## src/rtl/fifo_pop_axis_pkg.sv

```systemverilog
// Shared constants for the FIFO-pop to AXI4-Stream adapter.
package fifo_pop_axis_pkg;

  localparam int unsigned BUF_DEPTH = 4;
  localparam int unsigned BUF_PTR_W = 2;
  localparam int unsigned OCC_W     = 3;
  localparam int unsigned STATS_W   = 32;

  // True when one more pop can be absorbed, counting the word still in flight.
  function automatic logic buf_has_room(input logic [OCC_W-1:0] occ, input logic infl);
    return (occ + OCC_W'(infl)) < OCC_W'(BUF_DEPTH);
  endfunction

endpackage

```

## src/rtl/fifo_pop_buf.sv

```systemverilog
// Four-entry elastic ring that absorbs the one-cycle FIFO pop-to-data latency.
module fifo_pop_buf
  import fifo_pop_axis_pkg::*;
#(
  parameter int unsigned DATA_WIDTH = 16
) (
  input  logic                  clk,
  input  logic                  rst,
  input  logic                  pop,
  input  logic [DATA_WIDTH-1:0] wr_data,
  input  logic                  accept,
  output logic [DATA_WIDTH-1:0] rd_data,
  output logic [OCC_W-1:0]      occ,
  output logic                  infl
);

  logic [DATA_WIDTH-1:0] mem_q [BUF_DEPTH];
  logic [BUF_PTR_W-1:0]  wr_ptr_q, rd_ptr_q;
  logic [OCC_W-1:0]      occ_q, occ_d;
  logic                  infl_q;

  // The word popped last cycle is captured now, so infl_q doubles as the write strobe.
  always_comb occ_d = occ_q + OCC_W'(infl_q) - OCC_W'(accept);

  always_ff @(posedge clk or negedge rst) begin
    if (!rst) begin
      wr_ptr_q <= '0;
      rd_ptr_q <= '0;
      occ_q    <= '0;
      infl_q   <= 1'b0;
    end else begin
      infl_q <= pop;
      if (infl_q) wr_ptr_q <= wr_ptr_q + BUF_PTR_W'(1);
      if (accept) rd_ptr_q <= rd_ptr_q + BUF_PTR_W'(1);
      occ_q <= occ_d;
    end
  end

  always_ff @(posedge clk) begin
    if (infl_q) mem_q[wr_ptr_q] <= wr_data;
  end

  assign rd_data = mem_q[rd_ptr_q];
  assign occ     = occ_q;
  assign infl    = infl_q;

`ifndef SYNTHESIS
  a_no_overflow: assert property (@(posedge clk) disable iff (!rst)
    !(infl_q && !accept && occ_q == OCC_W'(BUF_DEPTH)));
  a_no_underflow: assert property (@(posedge clk) disable iff (!rst)
    !(accept && occ_q == '0));
`endif

endmodule

```

## src/rtl/fifo_pop_axis.sv

```systemverilog
// Drains a synchronous FIFO pop port into an AXI4-Stream master with tlast packetisation.
// Define FIFO_POP_AXIS_STATS_EN to add the pkt_count and stall outputs.
module fifo_pop_axis
  import fifo_pop_axis_pkg::*;
#(
  parameter int unsigned DATA_WIDTH = 16,
  parameter int unsigned LEN_WIDTH  = 16
) (
  input  logic                  clk,
  input  logic                  rst,
  input  logic [LEN_WIDTH-1:0]  cfg_len,
  input  logic                  fifo_empty,
  output logic                  fifo_pop,
  input  logic [DATA_WIDTH-1:0] fifo_pop_data,
  output logic                  m_axis_tvalid,
  input  logic                  m_axis_tready,
  output logic [DATA_WIDTH-1:0] m_axis_tdata,
`ifdef FIFO_POP_AXIS_STATS_EN
  output logic [STATS_W-1:0]    pkt_count,
  output logic                  stall,
`endif
  output logic                  m_axis_tlast
);

  logic [OCC_W-1:0]     occ;
  logic                 infl;
  logic                 accept;
  logic [LEN_WIDTH-1:0] len_q, beat_cnt_q;

  // Room check uses registered state only, so tready never reaches fifo_pop.
  assign fifo_pop      = rst & ~fifo_empty & buf_has_room(occ, infl);
  assign m_axis_tvalid = (occ != '0);
  assign accept        = m_axis_tvalid & m_axis_tready;
  assign m_axis_tlast  = (len_q != '0) & m_axis_tvalid & (beat_cnt_q == len_q - LEN_WIDTH'(1));

  fifo_pop_buf #(
    .DATA_WIDTH(DATA_WIDTH)
  ) u_buf (
    .clk    (clk),
    .rst    (rst),
    .pop    (fifo_pop),
    .wr_data(fifo_pop_data),
    .accept (accept),
    .rd_data(m_axis_tdata),
    .occ    (occ),
    .infl   (infl)
  );

  // Length is frozen once the first beat of a packet is presented.
  always_ff @(posedge clk or negedge rst) begin
    if (!rst) begin
      len_q      <= '0;
      beat_cnt_q <= '0;
    end else begin
      if ((beat_cnt_q == '0 && !m_axis_tvalid) || (accept && m_axis_tlast)) len_q <= cfg_len;
      if (accept) begin
        if (m_axis_tlast) beat_cnt_q <= '0;
        else if (len_q != '0) beat_cnt_q <= beat_cnt_q + LEN_WIDTH'(1);
      end
    end
  end

`ifdef FIFO_POP_AXIS_STATS_EN
  always_ff @(posedge clk or negedge rst) begin
    if (!rst) begin
      pkt_count <= '0;
      stall     <= 1'b0;
    end else begin
      if (accept && m_axis_tlast) pkt_count <= pkt_count + STATS_W'(1);
      stall <= m_axis_tvalid & ~m_axis_tready;
    end
  end
`endif

endmodule
```

## config.mk

```make
export PLATFORM = sky130hd
export DESIGN_NAME = fifo_pop_axis
export DESIGN_NICKNAME = d
export VERILOG_FILES = /design/src/rtl/fifo_pop_axis_pkg.sv /design/src/rtl/fifo_pop_buf.sv /design/src/rtl/fifo_pop_axis.sv
export SDC_FILE = /design/constraint.sdc
export NUM_CORES = 1
export LEC_CHECK = 0
export ABC_AREA = 1
export CAP_MARGIN = 30
export CELL_PAD_IN_SITES_DETAIL_PLACEMENT = 2
export CELL_PAD_IN_SITES_GLOBAL_PLACEMENT = 2
export CORE_MARGIN = 4
export CORE_UTILIZATION = 35
export DETAILED_ROUTE_END_ITERATION = 10
export GPL_TIMING_DRIVEN = 1
export PLACE_DENSITY_LB_ADDON = 0.1
export SLEW_MARGIN = 20
export SYNTH_ARGS = -nofsm -noshare
export SYNTH_HDL_FRONTEND = slang
export SYNTH_SLANG_ARGS = --single-unit
```

## constraint.sdc

```tcl
create_clock -name clk -period 2.7 [get_ports clk]
set_input_delay 0.27 -clock clk [delete_from_list [all_inputs] [get_ports clk]]
set_output_delay 0.27 -clock clk [all_outputs]
set_load 0.005 [all_outputs]
```

==> results of run 1 <==
-- worst max path at each step --
stage / startpoint / end / slack [ns]
floorplan: len_q[0] / len_q[0] / 0.71
global placement: len_q[0] / m_axis_tlast / 0.17
detailed placement: len_q[0] / m_axis_tlast / 0.07
CTS: len_q[1] / m_axis_tlast / 0.11
global route: len_q[1] / m_axis_tlast / -0.01
finish: len_q[1] / m_axis_tlast / 0.17
-- sequential cells by signal, indices dropped and copies added, names as in the netlist --
signal / cells
u_buf.rd_ptr_q: 2
u_buf.wr_ptr_q: 2
len_q: 16
u_buf.occ: 3
u_buf.infl: 1
beat_cnt_q: 16
u_buf.mem_q: 64
-- cell families (layout without fill, tap and decap cells) --
logic type	count (synthesis)	in the layout	share of synthesized area
AOI/OAI and AO/OA	60	60	0.0622
xor gates and xnor gates	27	27	0.0467
adders and majority gates	12	12	0.0287
buffers and inverters	73	146	0.0565
DFF	104	104	0.559
and+or+nand+nor	283	283	0.247
-- area by class of cell --
type / instances / area [sq um]
fillers: 1562 / 8240
flip-flops and latches: 104 / 2930
multi-input cells: 382 / 2040
repair buffers: 72 / 669
clock buffers: 11 / 233
well taps: 184 / 230
inverters: 58 / 218
clock inverters: 5 / 31.3
-- layout by cell type (no fill, tap or decap), types with 2 or more instances in the layout --
| master | count |
|---|---|
| clkinv_2 | 2 |
| o22ai_1 | 16 |
| dfrtp_2 | 2 |
| nand3_1 | 34 |
| nor3_1 | 8 |
| dfrtp_1 | 38 |
| nor2_4 | 10 |
| nand2_4 | 2 |
| inv_1 | 55 |
| nand2_2 | 4 |
| nand4_1 | 9 |
| buf_4 | 18 |
| nand2_1 | 124 |
| clkbuf_1 | 2 |
| ha_1 | 11 |
| inv_2 | 3 |
| xnor2_1 | 9 |
| nand3b_1 | 4 |
| clkdlybuf4s50_1 | 52 |
| clkbuf_16 | 9 |
| nor4_1 | 2 |
| nor2_1 | 72 |
| o21ai_0 | 42 |
| edfxtp_1 | 64 |
| xor2_1 | 17 |
| nor2_2 | 9 |
| inv_6 | 2 |
-- synthesized netlist by cell type, types with 9 or more instances --
| master | instances |
|---|---|
| clkbuf_1 | 11 |
| dfrtp_1 | 40 |
| edfxtp_1 | 64 |
| ha_1 | 12 |
| inv_1 | 57 |
| nand2_1 | 125 |
| nand3_1 | 35 |
| nand4_1 | 9 |
| nor2_1 | 74 |
| nor2_2 | 9 |
| o21ai_0 | 42 |
| o22ai_1 | 16 |
| xnor2_1 | 9 |
| xor2_1 | 17 |
-- stage by stage --
stage	utilization	setup TNS, ns
final	0.435	0
after global routing	0.435	-0.0264
after CTS	0.434	0
after detailed placement	0.412	0
after global placement	0.412	0
after floorplan	-	0
-- worst register-to-register path: stages (launching register included) --
cell     delay, ns
dfrtp_1       0.41
inv_2         0.09
ha_4          0.15
inv_1         0.04
nand2_1       0.08
nand2_1       0.06
nand2_1       0.05
nand2_1       0.08
nor2_1        0.11
nand2_1       0.07
nor2_2        0.14
nand2_2       0.08
nor2_4        0.12
buf_4         0.12
nand4_4       0.27
nand2_4       0.29
nand2_1       0.10
nand2_1       0.07
-- power by group through the flow --
stage | sequential (mW) | combinational [mW] | clock, mW
finish | 2.13 | 1.86 | 1.23
global route | 2.17 | 2.12 | 1.34
CTS | 2.13 | 1.91 | 1.28
detailed placement | 2.16 | 1.88 | 0
global placement | 2.14 | 1.76 | 0
floorplan | 2.06 | 1.05 | 0
-- layer usage --
| metal | part of all wire | up-vias |
|---|---|---|
| met2 | 0.55 | 52 |
| met5 | 0 | - |
| li1 | - | 1976 |
| met3 | 0.027 | 20 |
| met4 | 0.016 | 0 |
| met1 | 0.41 | 2086 |
-- what timing repair did --
item | CTS | global route
setup endpoints to repair | 1 | 15
resized for setup | 11 | 2
setup buffers | 5 | 1
pin swaps | 3 | 0
==> impl_metrics.json, run 1 <==
{
  "power_mw": 5.22,
  "power.density_mw_per_mm2": 822,
  "clk_latency_ns": 0.36,
  "antenna_found_initial": 0,
  "ir_worst_vdd_uv": 310,
  "worst-path-stages": 11,
  "ys.warnings.count": 0,
  "drive_gt1_frac": 0.104,
  "cts_hold_buf": 0,
  "path_cells": "buf_4, nor2_2, nand2_2, nor2_4, nand2_1, xor2_1, nand2_1, nor2_4, nand3_2, inv_1, dlygate4sd2_1",
  "dpl.cell_count": 794,
  "grt_start_max_net_pins": 41,
  "wl_per_cell_microns": 18.8,
  "row_count": 44,
  "grt_pass1_wl_mm": 24.3,
  "final_area_sq_mm": 0.00635,
  "met2_usage": 0.363,
  "timing.rr.end": "len_q[2]",
  "start_util": 0.358,
  "synth_top_area_cell": "edfxtp_1",
  "synth_area_per_cell_sq_um": 9.35,
  "ff2ff_setup_slack_ns": 0.30,
  "vias_per_cell": 5.07,
  "io_pins": 55,
  "syn_area_sq_mm": 0.00523,
  "cp_max_fo": 3,
  "critPathBufInv": 3,
  "area_growth_pct": 21.5,
  "postLayoutSetupSlackWorst_ns": 0.174,
  "cts_tree": "done",
  "instances_no_fill": 816,
  "netlist_top_cells_area": "edfxtp_1, dfrtp_1, nand2_1, nor2_1, inv_1",
  "synth_cells": 559,
  "finalNetCount": 675,
  "first_pass_iters": 4,
  "place_hpwl_mm": 11.3,
  "grt_usage": 0.190,
  "p_seq_frac": 0.408,
  "core_sq_mm": 0.0146,
  "die_y_microns": 130,
  "fp.dieArea_sq_mm": 0.0170,
  "crit_type": "reg -> out",
  "switching_share": 0.356,
  "clock_sink_count": 104,
  "min_period_ns": 2.53,
  "power_switching_mw": 1.86,
  "grt_overflow_total": 0,
  "cpLargestDelayFamily": "simple AND/OR/NAND/NOR gates",
  "power.share.clock": 0.236,
  "die_w_microns": 130,
  "async_reset_ff_frac": 0.385,
  "seq_area_frac_synth": 0.559,
  "synth-main-ff-cell": "edfxtp_1",
  "grt_use_met1": 0.211,
  "vias": 4134,
  "synth-edff-count": 64,
  "fmaxAchievable_mhz": 396,
  "dr.first_iter.drc_count": 181,
  "p_int_mw": 3.36,
  "synth_nets": 607,
  "slew_headroom": 0.463,
  "clock_path_buffers": 2,
  "use_met3": 0.0377,
  "p_comb_frac": 0.357,
  "clkTransAtPathRegs_ns": 0.07,
  "ant_nets": 0,
  "critPathLaunchType": "flip-flop",
  "ys_seq_elements": 104,
  "post-place-ws_ns": 0.0665,
  "antenna_cells": 0,
  "placed_cell_area_sq_mm": 0.00601,
  "setup_viol": 0,
  "finalCritPeriodShare": 0.936,
  "maxCapViolCount": 0,
  "fin_skew_ns": 0.00944,
  "hold_path.class": "in -> async",
  "slowest_delay_ns": 0.41,
  "leakagePower_nw": 2.66,
  "busiest_layer": "met2",
  "rr_worst_depth": 17,
  "worstPathRequired_ns": 2.43,
  "h-tree-depth": 3,
  "hold_viol_final": 0,
  "synth.lib_cells_used.distinct": 31,
  "cts-root-buf": "clkbuf_16",
  "worstSetupEndpointType": "output pin",
  "rr_startpoint": "len_q[1]",
  "cts_buffers": 9,
  "tightestPinTransition_ns": 0.805,
  "drc_errors": 0,
  "port_buffers": 54,
  "routed_wl_mm": 15.4,
  "yosysTopAreaCellShare": 0.368,
  "grt_pass1_vias": 4638,
  "holdWs_ns": 0.0918,
  "gp_congestion": 0.820,
  "slew_violations": 0,
  "crit_arrival_ns": 2.26,
  "status": "finished, final reports clean",
  "slowest_stage": "dfrtp_1"
}
Power figures use the tool's default switching activity.
==> run 2: changes to the inputs <==
- CTS_BUF_LIST: default -> sky130_fd_sc_hd__clkbuf_8
- REMOVE_ABC_BUFFERS: default -> 1
==> impl_metrics.json, run 2 (synthesis results as in run 1) <==
{
  "status": "finished, final reports clean",
  "cts_hold_buf": 0,
  "drive_gt1_frac": 0.132,
  "power_switching_mw": 1.89,
  "vias": 4172,
  "reg.largest.list": "u_buf.mem_q: 64 flops, beat_cnt_q: 16 flops, len_q: 16 flops",
  "hold_path.class": "in -> async",
  "cpLargestDelayFamily": "simple AND/OR/NAND/NOR gates",
  "antenna_cells": 0,
  "rsz0062_at_grt": "true",
  "slowest_delay_ns": 0.41,
  "fin_skew_ns": 0.0126,
  "leakagePower_nw": 2.64,
  "fin_tns_setup_ns": 0,
  "final_area_sq_mm": 0.00635,
  "crit_arrival_ns": 2.31,
  "wl_per_cell_microns": 18.0,
  "min_period_ns": 2.58,
  "dpl.cell_count": 795,
  "clock_path_buffers": 2,
  "maxCapViolCount": 0,
  "worstPathRequired_ns": 2.43,
  "clk_latency_ns": 0.39,
  "fp.dieArea_sq_mm": 0.0170,
  "critPathLaunch": "len_q[1]",
  "regMostFlops": "u_buf.mem_q",
  "die_y_microns": 130,
  "instances_no_fill": 821,
  "power.density_mw_per_mm2": 787,
  "power.share.clock": 0.195,
  "dr.first_iter.drc_count": 192,
  "slew_headroom": 0.472,
  "ir_worst_vdd_uv": 258,
  "p_comb_frac": 0.383,
  "layout_common_cells": "nand2_1, nor2_1, edfxtp_1",
  "switching_share": 0.378,
  "grt_start_max_net_pins": 41,
  "path_cells": "buf_4, nor2_2, nand2_2, nor2_4, nand2_1, xor2_1, nand2_1, nor2_4, nand3_2, inv_1, dlygate4sd2_1",
  "largest_reg_flops": 64,
  "cts-root-buf": "clkbuf_8",
  "finalNetCount": 680,
  "antenna_found_initial": 0,
  "tightestPinTransition_ns": 0.792,
  "rr_startpoint": "len_q[1]",
  "place_hpwl_mm": 11.0,
  "ant_nets": 0,
  "crit_type": "reg -> out",
  "p_int_mw": 3.11,
  "critPathLaunchType": "flip-flop",
  "routed_wl_mm": 14.8,
  "cts_tree": "done",
  "port_buffers": 54,
  "gp_congestion": 0.796,
  "row_count": 44,
  "placed_cell_area_sq_mm": 0.00601,
  "grt_pass1_vias": 4637,
  "io_pins": 55,
  "cts_buffers": 9,
  "worstSetupEndpointType": "output pin",
  "cp_max_fo": 3,
  "area_growth_pct": 21.6,
  "drc_errors": 0,
  "clkTransAtPathRegs_ns": 0.11,
  "p_seq_frac": 0.422,
  "fmaxAchievable_mhz": 388,
  "setup_viol": 0,
  "clock_sink_count": 104,
  "power_mw": 5.00,
  "first_pass_iters": 4,
  "start_util": 0.358,
  "grt_usage": 0.184,
  "grt_overflow_total": 0,
  "finalCritPeriodShare": 0.954,
  "hold_viol_final": 0,
  "slowest_stage": "dfrtp_1",
  "grt_pass1_wl_mm": 24.0,
  "core_sq_mm": 0.0146,
  "final_common_cell": "nand2_1",
  "critPathBufInv": 3,
  "vias_per_cell": 5.08,
  "slew_violations": 0,
  "die_w_microns": 130,
  "h-tree-depth": 3
}
[run 2: routing by layer]
metal  vias up  part of all wire  track usage
met5         -                 0            0
met4         0             0.015       0.0581
met3        16             0.028       0.0213
met2        74              0.54        0.347
met1      2093              0.42        0.217
li1       1989                 -            -
[run 2: worst reg2reg max path, delay by kind of cell (launching register included)]
family | cells | cell delay (ns)
XOR/XNOR | 1 | 0.19
buffers and inverters | 3 | 0.44
flip-flops | 1 | 0.41
AND/OR/NAND/NOR | 9 | 1.22
[run 2: final timing paths]
kind	cells after the start	slack (ns)	endpoint
setup / recovery	11	0.12	m_axis_tlast
hold / removal	2	0.03	beat_cnt_q[10]
setup reg to reg	13	0.32	beat_cnt_q[9]
hold reg to reg	1	0.54	u_buf.wr_ptr_q[0]
max in group asynchronous	2	2.24	len_q[3]
min in group clk	2	0.19	u_buf.infl
[run 2: area by class of cell]
class / count / area, sq um
repair buffers: 77 / 707
clock inverters: 7 / 66.3
inverters: 58 / 221
fillers: 1609 / 8230
well taps: 184 / 230
flip-flops and latches: 104 / 2930
multi-input cells: 382 / 2080
clock buffers: 9 / 124
[run 2: power groups by stage]
stage	registers, mW	logic (mW)	clock network, mW
floorplan	2.12	0.951	0
global placement	2.13	1.80	0
detailed placement	2.14	1.92	0
CTS	2.11	1.95	1.01
global route	2.14	2.18	1.07
finish	2.11	1.91	0.976
[run 2: what timing repair did]
action / in CTS / in global routing
gates resized for setup: 13 / 10
cloned: 0 / 0
setup buffers: 9 / 1
pin swaps: 2 / 2
endpoints found under the setup margin: 1 / 6
[run 2: per-stage QoR]
step | util | hold slack, ns | setup slack, ns
2_1_floorplan | - | -0.0256 | 0.704
3_3_place_gp | 0.412 | 0.484 | 0.159
3_5_place_dp | 0.412 | 0.493 | 0.0608
4_1_cts | 0.433 | 0.0600 | 0.0871
5_1_grt | 0.436 | 0.0750 | -0.0269
6_report | 0.436 | 0.0259 | 0.123
==> run 3: changes to the inputs <==
- GPL_ROUTABILITY_DRIVEN: default -> 1
- SLEW_MARGIN: 20 -> 40
==> results of run 3 <==
The final DEF is identical to that of run 2; final timing and power are the same.
